[src/rtl/pc_unit_pkg.sv]
// Shared types and constants for the program-counter unit.
package pc_unit_pkg;

    typedef enum logic [1:0] {
        BOOT  = 2'd0,
        RUN   = 2'd1,
        FAULT = 2'd2
    } pc_state_e;

    localparam int PC_STEP = 4;

endpackage

[src/rtl/pc_ras.sv]
// Circular return-address stack: a full push overwrites the oldest entry and the count saturates.
module pc_ras #(
    parameter int XLEN      = 32,
    parameter int RAS_DEPTH = 4
) (
    input  logic            i_clock,
    input  logic            i_reset_n,
    input  logic            i_push,
    input  logic            i_pop,
    input  logic [XLEN-1:0] i_data,
    output logic [XLEN-1:0] o_top,
    output logic            o_empty
);
    localparam int PW = $clog2(RAS_DEPTH);

    logic [XLEN-1:0] r_mem [RAS_DEPTH];
    logic [PW-1:0]   r_ptr;     // next free slot; top lives at r_ptr-1
    logic [PW:0]     r_cnt;
    logic [PW-1:0]   w_top_idx;
    logic            w_empty;

    assign w_top_idx = r_ptr - 1'b1;
    assign w_empty   = (r_cnt == '0);
    assign o_empty   = w_empty;
    assign o_top     = w_empty ? '0 : r_mem[w_top_idx];

    always_ff @(posedge i_clock or negedge i_reset_n) begin
        if (!i_reset_n) begin
            r_ptr <= '0;
            r_cnt <= '0;
        end else if (i_push && (!i_pop || w_empty)) begin
            r_ptr <= r_ptr + 1'b1;
            if (r_cnt != (PW+1)'(RAS_DEPTH))
                r_cnt <= r_cnt + 1'b1;
        end else if (i_pop && !i_push && !w_empty) begin
            r_ptr <= w_top_idx;
            r_cnt <= r_cnt - 1'b1;
        end
    end

    // Storage has no reset; push+pop on a non-empty stack rewrites the top in place.
    always_ff @(posedge i_clock) begin
        if (i_push) begin
            if (i_pop && !w_empty)
                r_mem[w_top_idx] <= i_data;
            else
                r_mem[r_ptr] <= i_data;
        end
    end

endmodule

[src/rtl/pc_unit.sv]
// Program-counter unit: boot/run/fault sequencing, branch/jalr target, trap redirect.
// Optional return-address stack compiled in with macro PC_UNIT_RAS_EN.
module pc_unit
    import pc_unit_pkg::*;
#(
    parameter int              XLEN         = 32,
    parameter logic [XLEN-1:0] RESET_VECTOR = '0,
    parameter int              RAS_DEPTH    = 4
) (
    input  logic            i_clock,
    input  logic            i_reset_n,
    output logic            o_fetch_valid,
    input  logic            i_fetch_ready,
    input  logic            i_stall,
    input  logic            i_branch_taken,
    input  logic            i_use_base,
    input  logic [XLEN-1:0] i_redirect_base,
    input  logic [XLEN-1:0] i_redirect_imm,
    input  logic            i_trap_req,
    input  logic [XLEN-1:0] i_trap_vector,
    input  logic            i_ras_push,
    input  logic            i_ras_pop,
    output logic [XLEN-1:0] o_ras_top,
    output logic            o_ras_empty,
    output logic [XLEN-1:0] o_pc_out,
    output logic [XLEN-1:0] o_pc_plus4,
    output logic [XLEN-1:0] o_target,
    output logic            o_misaligned_fault,
    output logic [XLEN-1:0] o_fault_addr
);
    pc_state_e       r_state, w_state_nxt;
    logic [XLEN-1:0] r_pc, w_pc_nxt;
    logic [XLEN-1:0] r_fault_addr, w_fault_addr_nxt;
    logic [XLEN-1:0] w_sum, w_target, w_pc_plus4;

    assign w_sum      = (i_use_base ? i_redirect_base : r_pc) + i_redirect_imm;
    assign w_target   = i_use_base ? {w_sum[XLEN-1:1], 1'b0} : w_sum;
    assign w_pc_plus4 = r_pc + XLEN'(PC_STEP);

    assign o_pc_out           = r_pc;
    assign o_pc_plus4         = w_pc_plus4;
    assign o_target           = w_target;
    assign o_fetch_valid      = (r_state == RUN);
    assign o_misaligned_fault = (r_state == FAULT);
    assign o_fault_addr       = r_fault_addr;

    always_comb begin
        w_state_nxt      = r_state;
        w_pc_nxt         = r_pc;
        w_fault_addr_nxt = r_fault_addr;
        if (i_trap_req) begin
            w_pc_nxt    = i_trap_vector;
            w_state_nxt = RUN;
        end else begin
            case (r_state)
                BOOT: w_state_nxt = RUN;
                RUN: begin
                    // Redirects ignore stall/ready; only sequential advance waits on fetch.
                    if (i_branch_taken) begin
                        if (w_target[1:0] == 2'b00) begin
                            w_pc_nxt = w_target;
                        end else begin
                            w_fault_addr_nxt = w_target;
                            w_state_nxt      = FAULT;
                        end
                    end else if (i_fetch_ready && !i_stall) begin
                        w_pc_nxt = w_pc_plus4;
                    end
                end
                default: ;
            endcase
        end
    end

    always_ff @(posedge i_clock or negedge i_reset_n) begin
        if (!i_reset_n) begin
            r_state      <= BOOT;
            r_pc         <= RESET_VECTOR;
            r_fault_addr <= '0;
        end else begin
            r_state      <= w_state_nxt;
            r_pc         <= w_pc_nxt;
            r_fault_addr <= w_fault_addr_nxt;
        end
    end

`ifdef PC_UNIT_RAS_EN
    logic w_ras_en;
    assign w_ras_en = (r_state != FAULT);

    pc_ras #(
        .XLEN      (XLEN),
        .RAS_DEPTH (RAS_DEPTH)
    ) u_ras (
        .i_clock   (i_clock),
        .i_reset_n (i_reset_n),
        .i_push    (i_ras_push && w_ras_en),
        .i_pop     (i_ras_pop && w_ras_en),
        .i_data    (w_pc_plus4),
        .o_top     (o_ras_top),
        .o_empty   (o_ras_empty)
    );
`else
    logic w_unused_ras;
    assign w_unused_ras = i_ras_push ^ i_ras_pop;
    assign o_ras_top    = '0;
    assign o_ras_empty  = 1'b1;
`endif

endmodule

[config.mk]
export PLATFORM = sky130hd
export DESIGN_NAME = pc_unit
export DESIGN_NICKNAME = d
export VERILOG_FILES = /design/src/rtl/pc_unit_pkg.sv /design/src/rtl/pc_ras.sv /design/src/rtl/pc_unit.sv
export SDC_FILE = /design/constraint.sdc
export NUM_CORES = 1
export LEC_CHECK = 0
export ABC_AREA = 1
export ABC_CLOCK_PERIOD_IN_PS = 3600
export CORE_MARGIN = 2
export CORE_UTILIZATION = 30
export DETAILED_ROUTE_END_ITERATION = 10
export SLEW_MARGIN = 20
export SYNTH_ARGS = -nofsm -noshare
export SYNTH_HDL_FRONTEND = slang
export SYNTH_HIERARCHICAL = 1
export SYNTH_SLANG_ARGS = --single-unit
[constraint.sdc]
create_clock -name i_clock -period 3.6 [get_ports i_clock]
set_clock_uncertainty 0.05 [all_clocks]
set_input_delay 0.72 -clock i_clock [delete_from_list [all_inputs] [get_ports i_clock]]
set_output_delay 0.72 -clock i_clock [all_outputs]
set_load 0.05 [all_outputs]
### After elaboration in Yosys (flattened, before gate mapping)

Index checks and enable logic that the tools add are counted.

* bits in registers: 66
* input port bits: 105
* output and inout bits: 163
* word-level logic and storage cells: 33

* $add $sub $neg: 2
* equality and inequality tests: 5
* multiplexer cells: 11
* bitwise gates (word level): 2
* reductions and logical operators: 10

Operators with widths (count)
* $mux 32: 6
* $add 32x3->32 const B: 1
* $add 32x32->32: 1
* $mux 2: 3
* $ne 3x1->1 const B: 2
* $reduce_and 3->1: 2
* $reduce_bool 3->1: 2
* $logic_not 2->1: 2
* $pmux 2 s2: 1
* $reduce_and 4->1: 1
* $ne 3x3->1 const B: 1
* $eq 2x1->1 const B: 1
* $eq 2x2->1 const B: 1
* $not 1->1: 2
* $reduce_bool 2->1: 1
* $logic_and 1x1->1: 1
* $logic_not 1->1: 1
* $mux 1: 1

### Depth between registers and ports, before layout

* depth in word-level cells: 8
* gate-level depth with buffers: 20
* depth with buffers taken out: 18

### Least setup slack after synthesis

OpenSTA, ideal clock, no wires.

* path kind: input to output
* start: in i_use_base
* end: out o_target[12]
* arrival: 3.134 ns
* data required time: 2.830 ns
* path slack: -0.304 ns
* stages on the path: 13
* buffers on the path: 2
* cells stage by stage: buf_4 -> clkbuf_1 -> nand2_1 -> o21ai_0 -> ha_1 -> inv_1 -> fa_1 -> inv_1 -> nand3_1 -> nand2_1 -> nand3_1 -> nand3_1 -> xor2_1

* word-level cells in the longest chain between the ends: 2

Ends and longest elaborated chain
* start, declared: RTL line pc_unit.sv:16 `input logic i_use_base,`
* $mux 32: RTL line pc_unit.sv:36 `assign w_sum = (i_use_base ? i_redirect_base : r_pc) + i_redirect_imm;`
* $add 32x32->32: RTL line pc_unit.sv:36
* end, declared: RTL line pc_unit.sv:27 `output logic [XLEN-1:0] o_target,`

Every way passes these cells.

### Final worst setup path

* start: in i_redirect_base[5]
* end: out o_target[31]

* word-level cells in the longest chain between the ends: 2

Ends and longest elaborated chain
* start, declared: RTL line pc_unit.sv:17 `input logic [XLEN-1:0] i_redirect_base,`
* $mux 32: RTL line pc_unit.sv:36
* $add 32x32->32: RTL line pc_unit.sv:36

Every way passes these cells.

==> flow_summary.toml <==
[floorplan]
coreArea_mm2 = 0.02326
fp-row-count = 56
initial_utilization = 0.3030
io_pins = 268
die_h_um = 157.3
die-area_mm2 = 0.02474
fp.dieW_um = 157.3

[placement]
place.port_buffers = 232
dp_hpwl_um = 24390
dpl-instance-area_mm2 = 0.01074
gp_congestion = 0.9681

[critical_path]
cp.arrival_ns = 2.79
cp-start-kind = "input port"
worstSetupEndpointType = "output pin"
required_ns = 2.83
critPathKind = "in -> out"
crit_fanout = 4
r2r_setup_slack_ns = 0.93

[global_routing]
grt_usage = 0.2353
grt_max_degree = 40
antenna_found_initial = 5
grt_pass1_wl_um = 43740
first_global_vias = 7975
gr-total-overflow = 0

[power_and_ir_drop]
p_per_area_mw_per_mm2 = 785.6
power_mw = 9.541
leakagePower_nw = 6.146
vdd_ir_drop_max_uv = 351.2

[routing]
antenna_left = 0
drt_iter0_drc = 638
firstDrtPassIters = 5
wl_um = 30640
via_per_inst = 4.672
drc = 0
vias = 8652
wl_per_cell_um = 16.54

[worst_hold_path]
hold_path_class = "in -> async"

[clock_tree]
clock_path_buffers = 2
clk_latency_ns = 0.35
h-tree-depth = 3
cts_made_buffers = 9
cts-root-buf = "clkbuf_16"
clkSinkCount = 66
cts_tree = "yes"
path_clk_slew_ns = 0.06

[timing]
max_slew_margin = 0.5194
finalCriticalPeriod_ns = 3.564
rsz0062_at_grt = "yes"
final_hold_viol_count = 0
setup_violations = 0
timing.final.max_slew_violations = 0
period_share = 0.9899
worstMarginPinSlew_ns = 0.7209
max_freq_mhz = 280.6
fin_tns_setup_ns = 0

[logic_synthesis]
synth_edf_count = 0
synthFlopType = "dfrtp_1"
yosys.area.top_type = "nand2_1"
synth_area_mm2 = 0.007049
synth_warnings = 6
synth_top_area_share = 0.2609
synth-seq-cells = 66
synthCells = 1185
ys_types = 40
synthTopCellsByArea = "nand2_1 26%, dfrtp_1 23%, inv_1 9.3%"
yosysSeqAreaShare = 0.2343
ys_async_sr_fraction = 1.000
synth.avg_cell_area_um2 = 5.949

[run]
cap_violations = 0

[finish]
num-fill-cells = 2267
syn_to_final_growth_pct = 72.27
seqCellArea_mm2 = 0.001652
drive_gt1_frac = 0.2716
fin_nets = 1661
multi_input_area_mm2 = 0.005388
stdcell_area_mm2 = 0.01214

[outcome]
status = "completed"
metal layers:
layer  wire (um)  vias to the layer above  global-route usage
met5           0                        -                   0
met4         973                        0             0.07749
met3        1859                       57             0.03469
met2       14940                      324              0.3982
met1       12870                     4022              0.3073
li1            -                     4249                   -
per-stage QoR:
step / instances / hold slack [ns] / util / setup slack [ns]
floorplan: 1216 / 0.3744 / - / -0.06115
global placement: 1810 / 0.4111 / 0.4618 / -0.3366
detailed placement: 1810 / 0.4140 / 0.4618 / -0.3417
CTS: 1836 / 0.3855 / 0.4944 / -0.003984
global route: 1852 / 0.4262 / 0.5221 / -0.06102
finish: 1852 / 0.3709 / 0.5221 / 0.03623
cells by family (layout without fill, tap and decap cells):
| group | count (synthesis) | in the layout | synth area share |
|---|---|---|---|
| AOI/OAI and AO/OA | 116 | 116 | 0.09141 |
| xor gates and xnor gates | 31 | 31 | 0.04384 |
| adders and majority gates | 33 | 33 | 0.05964 |
| buffers and inverters | 244 | 556 | 0.1530 |
| DFF | 66 | 66 | 0.2343 |
| other | 2 | 38 | 0.001065 |
| and+or+nand+nor | 693 | 693 | 0.4168 |
worst max-delay path, cell delays in order:
cell and delay (ns):
clkdlybuf4s50_1 0.46, nand2_1 0.07, o21ai_2 0.09, ha_4 0.24, buf_4 0.14, nand2_4 0.08
inv_1 0.05, nand2_1 0.06, nand2_1 0.06, inv_1 0.07, nand2_2 0.07, nand2_2 0.07
nand2_2 0.07, nand2_1 0.08, nand2_1 0.05, nand2_1 0.08, and2_4 0.19, buf_12 0.14
synthesized netlist by cell type (8+ instances only):
cell and instances:
nor3_2 8, nand2_1 490, and2_1 19, clkbuf_1 12, buf_2 13, a21oi_1 58, ha_1 32, xor2_1 24
buf_4 39, nor2_1 83, nand3_1 59, o21ai_0 34, inv_1 175, dfrtp_1 66, nor3_1 8
sequential cells by signal, summed over array words and instances, names as in the netlist:
| signal | count |
|---|---|
| o_pc_out | 32 |
| r_state | 2 |
| o_fault_addr | 32 |
cells in the final DEF (no fill, tap or decap), types with 16 or more instances in the layout:
cell | Yosys | routed
and2_4 | 0 | 16
a21oi_2 | 5 | 18
clkdlybuf4s50_1 | 0 | 184
dfrtp_1 | 66 | 66
a21oi_1 | 58 | 42
nand2_2 | 3 | 70
buf_12 | 0 | 37
nand3_1 | 59 | 51
ha_4 | 0 | 19
conb_1 | 2 | 33
buf_4 | 39 | 120
nand2_1 | 490 | 413
nor2_2 | 6 | 21
inv_1 | 175 | 167
nor2_1 | 83 | 65
path summary, 6_finish.rpt:
path / startpoint / endpoint / cells after the start
hold reg to reg: o_fault_addr[19] / o_fault_addr[19] / 2
setup / recovery: i_redirect_base[5] / o_target[31] / 18
max in group asynchronous: i_reset_n / o_fault_addr[21] / 2
min in group i_clock: o_fault_addr[19] / o_fault_addr[19] / 2
setup reg to reg: o_pc_out[2] / o_pc_out[10] / 14
hold / removal: i_reset_n / o_pc_out[2] / 1
layout make-up:
| class | count | area share |
|---|---|---|
| timing repair buffer | 360 | 0.3069 |
| inverter | 180 | 0.05584 |
| multi-input combinational | 906 | 0.4436 |
| sequential | 66 | 0.1360 |
| tap | 319 | 0.03287 |
| clock buffer | 11 | 0.01916 |
| antenna | 5 | 0.001030 |
| clock inverter | 5 | 0.004533 |
where the power goes:
group / leakage [nW] / switching [mW] / internal [mW]
clock network: 0.136 / 0.355 / 0.534
logic: 5.23 / 4.53 / 2.78
registers: 0.784 / 0.301 / 1.04
what timing repair did:
action,in CTS,in global routing
hold buffers,0,0
setup endpoints to repair,28,27
buffers inserted,9,10
resized for setup,113,149
pin swaps,29,76
cloned,1,1
(Power assumes the default switching activity.)
